--- src/rtl/mem_rmw_pkg.sv ---
// Shared types and constants for the mem_rmw read-modify-write memory adapter.
// Define MEM_RMW_SIGNEXT_EN to sign-extend byte loads in byte_lane.
package mem_rmw_pkg;

    typedef enum logic [1:0] {
        IDLE    = 2'd0,
        RD_WAIT = 2'd1,
        WRITE   = 2'd2,
        RESP    = 2'd3
    } state_t;

    localparam logic [1:0] LANE_B0 = 2'd0;
    localparam logic [1:0] LANE_B1 = 2'd1;
    localparam logic [1:0] LANE_B2 = 2'd2;
    localparam logic [1:0] LANE_B3 = 2'd3;

    localparam int READ_LAT_MIN = 1;
    localparam int READ_LAT_MAX = 3;

    // Memory is word organised, so the low two address bits never reach it.
    function automatic logic [31:0] word_addr(input logic [31:0] addr);
        return {addr[31:2], 2'b00};
    endfunction

endpackage

--- src/rtl/mem_rmw_byte_lane.sv ---
// Combinational byte-lane helper: extracts/extends a load byte and merges a store byte.
// With MEM_RMW_SIGNEXT_EN defined, extracted bytes are sign-extended instead of zero-extended.
module byte_lane
    import mem_rmw_pkg::*;
(
    input  logic [31:0] rd_word,
    input  logic [1:0]  lane,
    input  logic [7:0]  new_byte,
    output logic [31:0] load_ext,
    output logic [31:0] merged
);

    logic [7:0] sel_byte;

    // Little-endian lanes: lane 0 is bits 7:0, lane 3 is bits 31:24.
    always_comb begin
        sel_byte = rd_word[7:0];
        merged   = rd_word;
        case (lane)
            LANE_B0: begin
                sel_byte     = rd_word[7:0];
                merged[7:0]  = new_byte;
            end
            LANE_B1: begin
                sel_byte     = rd_word[15:8];
                merged[15:8] = new_byte;
            end
            LANE_B2: begin
                sel_byte      = rd_word[23:16];
                merged[23:16] = new_byte;
            end
            LANE_B3: begin
                sel_byte      = rd_word[31:24];
                merged[31:24] = new_byte;
            end
            default: begin
                sel_byte = rd_word[7:0];
                merged   = rd_word;
            end
        endcase
    end

`ifdef MEM_RMW_SIGNEXT_EN
    assign load_ext = {{24{sel_byte[7]}}, sel_byte};
`else
    assign load_ext = {24'd0, sel_byte};
`endif

endmodule

--- src/rtl/mem_rmw.sv ---
// CPU-to-word-memory adapter: word/byte loads and stores, byte stores done as read-modify-write.
// Optional MEM_RMW_SIGNEXT_EN (see byte_lane) selects sign-extended byte loads.
module mem_rmw
    import mem_rmw_pkg::*;
#(
    parameter int READ_LAT = 1
)
(
    input  logic        clock,
    input  logic        reset,
    input  logic        req_valid,
    input  logic        req_write,
    input  logic        req_byte,
    input  logic [31:0] req_addr,
    input  logic [31:0] req_wdata,
    output logic        req_ready,
    output logic        resp_valid,
    output logic [31:0] resp_rdata,
    output logic [31:0] mem_addr_read,
    output logic [31:0] mem_addr_write,
    output logic        mem_en_write,
    output logic [31:0] mem_data_write,
    input  logic [31:0] mem_out,
    input  logic        mem_ready
);

    localparam logic [1:0] LAT_LAST = 2'(READ_LAT - 1);

    state_t      state;
    state_t      next_state;
    logic [1:0]  lat_cnt;
    logic [31:0] addr_q;
    logic [7:0]  byte_data_q;
    logic [31:0] wr_word_q;
    logic [31:0] rdata_q;
    logic        write_q;
    logic        byte_q;
    logic        accept;
    logic        sample;
    logic [31:0] load_ext;
    logic [31:0] merged;

    // Accepting only touches internal registers, so it does not wait for mem_ready.
    assign accept = req_valid && (state == IDLE);
    assign sample = (state == RD_WAIT) && mem_ready && (lat_cnt == LAT_LAST);

    assign mem_addr_read  = word_addr(addr_q);
    assign mem_addr_write = word_addr(addr_q);
    assign mem_data_write = wr_word_q;
    assign resp_rdata     = rdata_q;

    byte_lane u_byte_lane (
        .rd_word  (mem_out),
        .lane     (addr_q[1:0]),
        .new_byte (byte_data_q),
        .load_ext (load_ext),
        .merged   (merged)
    );

    always_ff @(posedge clock or posedge reset) begin
        if (reset) begin
            state <= IDLE;
        end else begin
            state <= next_state;
        end
    end

    // Strobes are decoded from state and gated by mem_ready, so reset kills them instantly.
    always_comb begin
        next_state   = state;
        req_ready    = 1'b0;
        resp_valid   = 1'b0;
        mem_en_write = 1'b0;
        case (state)
            IDLE: begin
                req_ready = 1'b1;
                if (req_valid) begin
                    next_state = (req_write && !req_byte) ? WRITE : RD_WAIT;
                end
            end
            RD_WAIT: begin
                if (sample) begin
                    next_state = write_q ? WRITE : RESP;
                end
            end
            WRITE: begin
                if (mem_ready) begin
                    mem_en_write = 1'b1;
                    resp_valid   = 1'b1;
                    next_state   = IDLE;
                end
            end
            RESP: begin
                if (mem_ready) begin
                    resp_valid = 1'b1;
                    next_state = IDLE;
                end
            end
            default: next_state = IDLE;
        endcase
    end

    always_ff @(posedge clock or posedge reset) begin
        if (reset) begin
            addr_q      <= '0;
            byte_data_q <= '0;
            wr_word_q   <= '0;
            rdata_q     <= '0;
            write_q     <= 1'b0;
            byte_q      <= 1'b0;
            lat_cnt     <= '0;
        end else begin
            if (accept) begin
                addr_q      <= req_addr;
                byte_data_q <= req_wdata[7:0];
                write_q     <= req_write;
                byte_q      <= req_byte;
                lat_cnt     <= '0;
                if (req_write && !req_byte) begin
                    wr_word_q <= req_wdata;
                end
            end
            if ((state == RD_WAIT) && mem_ready && !sample) begin
                lat_cnt <= lat_cnt + 2'd1;
            end
            // Store results leave rdata_q untouched so the last load result stays visible.
            if (sample) begin
                if (write_q) begin
                    wr_word_q <= merged;
                end else begin
                    rdata_q <= byte_q ? load_ext : mem_out;
                end
            end
        end
    end

endmodule

--- config.mk ---
export PLATFORM = sky130hd
export DESIGN_NAME = mem_rmw
export DESIGN_NICKNAME = d
export VERILOG_FILES = /design/src/rtl/mem_rmw_pkg.sv /design/src/rtl/mem_rmw_byte_lane.sv /design/src/rtl/mem_rmw.sv
export SDC_FILE = /design/constraint.sdc
export NUM_CORES = 1
export LEC_CHECK = 0
export BUFFER_PORTS_ARGS = -buffer_cell sky130_fd_sc_hd__buf_2
export CORE_ASPECT_RATIO = 1.75
export CORE_MARGIN = 8
export CORE_UTILIZATION = 49
export DETAILED_ROUTE_END_ITERATION = 16
export GPL_ROUTABILITY_DRIVEN = 0
export HOLD_SLACK_MARGIN = 0.06
export PLACE_DENSITY = 0.89
export SLEW_MARGIN = 0
export SYNTH_ARGS = -nofsm -noshare
export SYNTH_HDL_FRONTEND = slang
export SYNTH_SLANG_ARGS = --single-unit
--- constraint.sdc ---
create_clock -name clock -period 4 [get_ports clock]
set_input_delay 0.8 -clock clock [delete_from_list [all_inputs] [get_ports clock]]
set_output_delay 0.8 -clock clock [all_outputs]
set_load 0.03 [all_outputs]
==> flow_summary.yaml <==
worst_setup_path:
  critPathArrivalTime_ns: 2.54
  startpoint_type: "flop"
  critPathMaxFanout: 42
  cp.required_ns: 4.26
  worst_setup_path_end_kind: "flop"
  rr_endpoint: "resp_rdata[30]"
  ff2ff_path_depth: 6
  r2r_slack_ns: 1.72
  reg2reg_from: "lat_cnt[0]"
  path_class: "flop to flop"
logic_synthesis:
  netlist.area_leader.share: 0.466
  ys_types: 35
  yosysSeqAreaShare: 0.466
  synth_seq_cells: 110
  ys_top_cells_by_count: "190 x nand2_1, 110 x dfrtp_1, 66 x buf_4"
  synth-warning-count: 0
  netlist_top_cells_area: "dfrtp_1 47%, nand2_1 12%, a32oi_1 9.5%, buf_4 8.4%, o21ai_1 4.7%"
  yosys.cell_count.top_type: "nand2_1"
  synth_edf_count: 0
  netlist_area_um2: 5910
  avgSynthCellArea_um2: 8.82
  synth_area_leader_cell: "dfrtp_1"
  postSynthCellCount: 670
  synth-async-reset-ratio: 1.00
  ys.flop_type: "dfrtp_1"
pwr:
  ir_drop_mv: 0.588
  powerDensity_nw_per_um2: 954
  p_leak_uw: 0.00340
placed_design:
  placed_area_um2: 6570
  port_buffers: 228
  dp_hpwl_um: 14300
hold_path:
  whs_endpoint: "addr_q[23]"
  hold_depth: 2
  min_from: "addr_q[23]"
  hold_class: "flop to flop"
sta:
  final_max_slew_viol_count: 0
  period_share: 0.570
  finClkSkew_ns: 0.0109
  max-slew-margin-rel: 0.193
  worst_slew_pin_slew_ns: 1.21
  hold_violations: 0
  rsz0062_at_grt: "no"
  max_freq_mhz: 438
  fin_hold_ws_ns: 0.486
  tns_ns: 0
  finalSetupViolCount: 0
  min_period_ns: 2.28
layout:
  drive_above_1_share: 0.331
  layout.nets: 902
  multi_input_area_um2: 2400
  final_area_um2: 6870
  n_fill_cell: 1074
  register_area_um2: 2750
  syn_to_final_growth_pct: 16.4
clock_network:
  root_buffer: "clkbuf_16"
  ctsResizeCount: 0
  htreeDepth: 3
  path_clk_slew_ns: 0.07
  cts_tree: "built"
  insertion_delay_ns: 0.35
  post_cts_buffers: 0
  ctsHoldBuffers: 0
  numCtsBuffers: 9
  cts.sinks: 110
  cts_max_path_buffers: 2
grt:
  grt_first_pass_wirelength_um: 29700
  grt_antenna_before_repair: 1
  grt_max_degree: 76
  grt_overflow: 0
  grt_use_total: 0.237
  grt_pass1_vias: 5570
run_status:
  run_status: "completed"
floorplan:
  start_util: 0.498
  coreArea_um2: 11900
  dieArea_um2: 16000
  row_count: 53
  io_pins: 233
  die_h_um: 161
  die_w_um: 99.0
drt:
  via_count: 5459
  ant_nets: 0
  finalWirelength_um: 19300
  dr.pass1.iters: 5
  avgRoutedWirePerCell_um: 20.5
  drcViolationCount: 0
  drt_iter0_markers: 302
  vias_per_cell: 5.80
run:
  drv_cap: 0
## logic make-up after synthesis
logic type | share of synthesized area
adders and majority gates | 0.00212
other | 0.000635
and+or+nand+nor | 0.180
DFF | 0.466
AOI/OAI and AO/OA | 0.207
buffers and inverters | 0.130
muxes | 0.0136
## registers in the layout, summed over array words and instances (netlist names)
signal          cells
byte_data_q         8
addr_q             32
lat_cnt             2
byte_q              1
state               2
resp_rdata         32
write_q             1
mem_data_write     32
## per-layer routing
layer | vias to the layer above | share of wire | global-route usage
met5 | - | 0 | 0
met4 | 0 | 0.059 | 0.153
met1 | 2539 | 0.35 | 0.252
met2 | 330 | 0.51 | 0.410
met3 | 67 | 0.082 | 0.0530
li1 | 2523 | - | -
## how the worst max path moves through the flow
stage	cells after the start	endpoint	startpoint	slack, ns
after global placement	5	resp_rdata[24]	mem_ready	1.55
after CTS	6	resp_rdata[30]	lat_cnt[0]	1.76
final	6	resp_rdata[30]	lat_cnt[0]	1.72
after floorplan	1	addr_q[0]	reset	0.30
after detailed placement	5	resp_rdata[30]	mem_ready	1.51
after global routing	6	resp_rdata[23]	lat_cnt[0]	1.54
## area by class of cell
| type | instances | area share |
|---|---|---|
| multi-input combinational | 434 | 0.350 |
| clock buffer | 12 | 0.0359 |
| tap | 137 | 0.0249 |
| clock inverter | 4 | 0.00801 |
| timing repair buffer | 238 | 0.177 |
| antenna | 1 | 0.000364 |
| sequential | 110 | 0.401 |
| inverter | 6 | 0.00364 |
## through the flow
stage	cells	power, µW	setup WS (ns)	utilization
3_3_place_gp	925	5570	1.55	0.553
4_1_cts	941	6580	1.76	0.579
5_1_grt	942	6930	1.54	0.579
6_report	942	6560	1.72	0.579
3_5_place_dp	925	5660	1.51	0.553
2_1_floorplan	673	4920	0.298	-
## critical path: stages, from the launching register on
cell and delay, ns:
dfrtp_1 0.40, inv_1 0.06, ha_1 0.21, and4b_1 0.21, buf_4 0.41, nand2_1 0.60, o21ai_1 0.30
## placed cells by master (no fill, tap or decap), types with 2 or more instances in the layout
master	instances
a32oi_1	64
clkbuf_16	9
o2bb2ai_1	8
nand2_1	190
mux2i_1	8
dfrtp_1	109
buf_2	228
nor2_1	4
inv_1	5
a21oi_1	9
a211oi_2	8
o21ai_0	27
clkbuf_1	2
conb_1	4
and3_1	2
and2_1	3
nand3_1	2
nor2b_1	2
nand2b_1	27
nor4_1	8
buf_4	10
o21ai_1	56
## report_power, final
group / leakage (µW) / internal [µW] / total, µW / switching (µW)
registers: 0.00135 / 1650 / 2130 / 481
clock network: 0.000143 / 508 / 920 / 413
logic: 0.00190 / 980 / 3510 / 2530
Note: power is estimated with default switching activity, not from simulation.
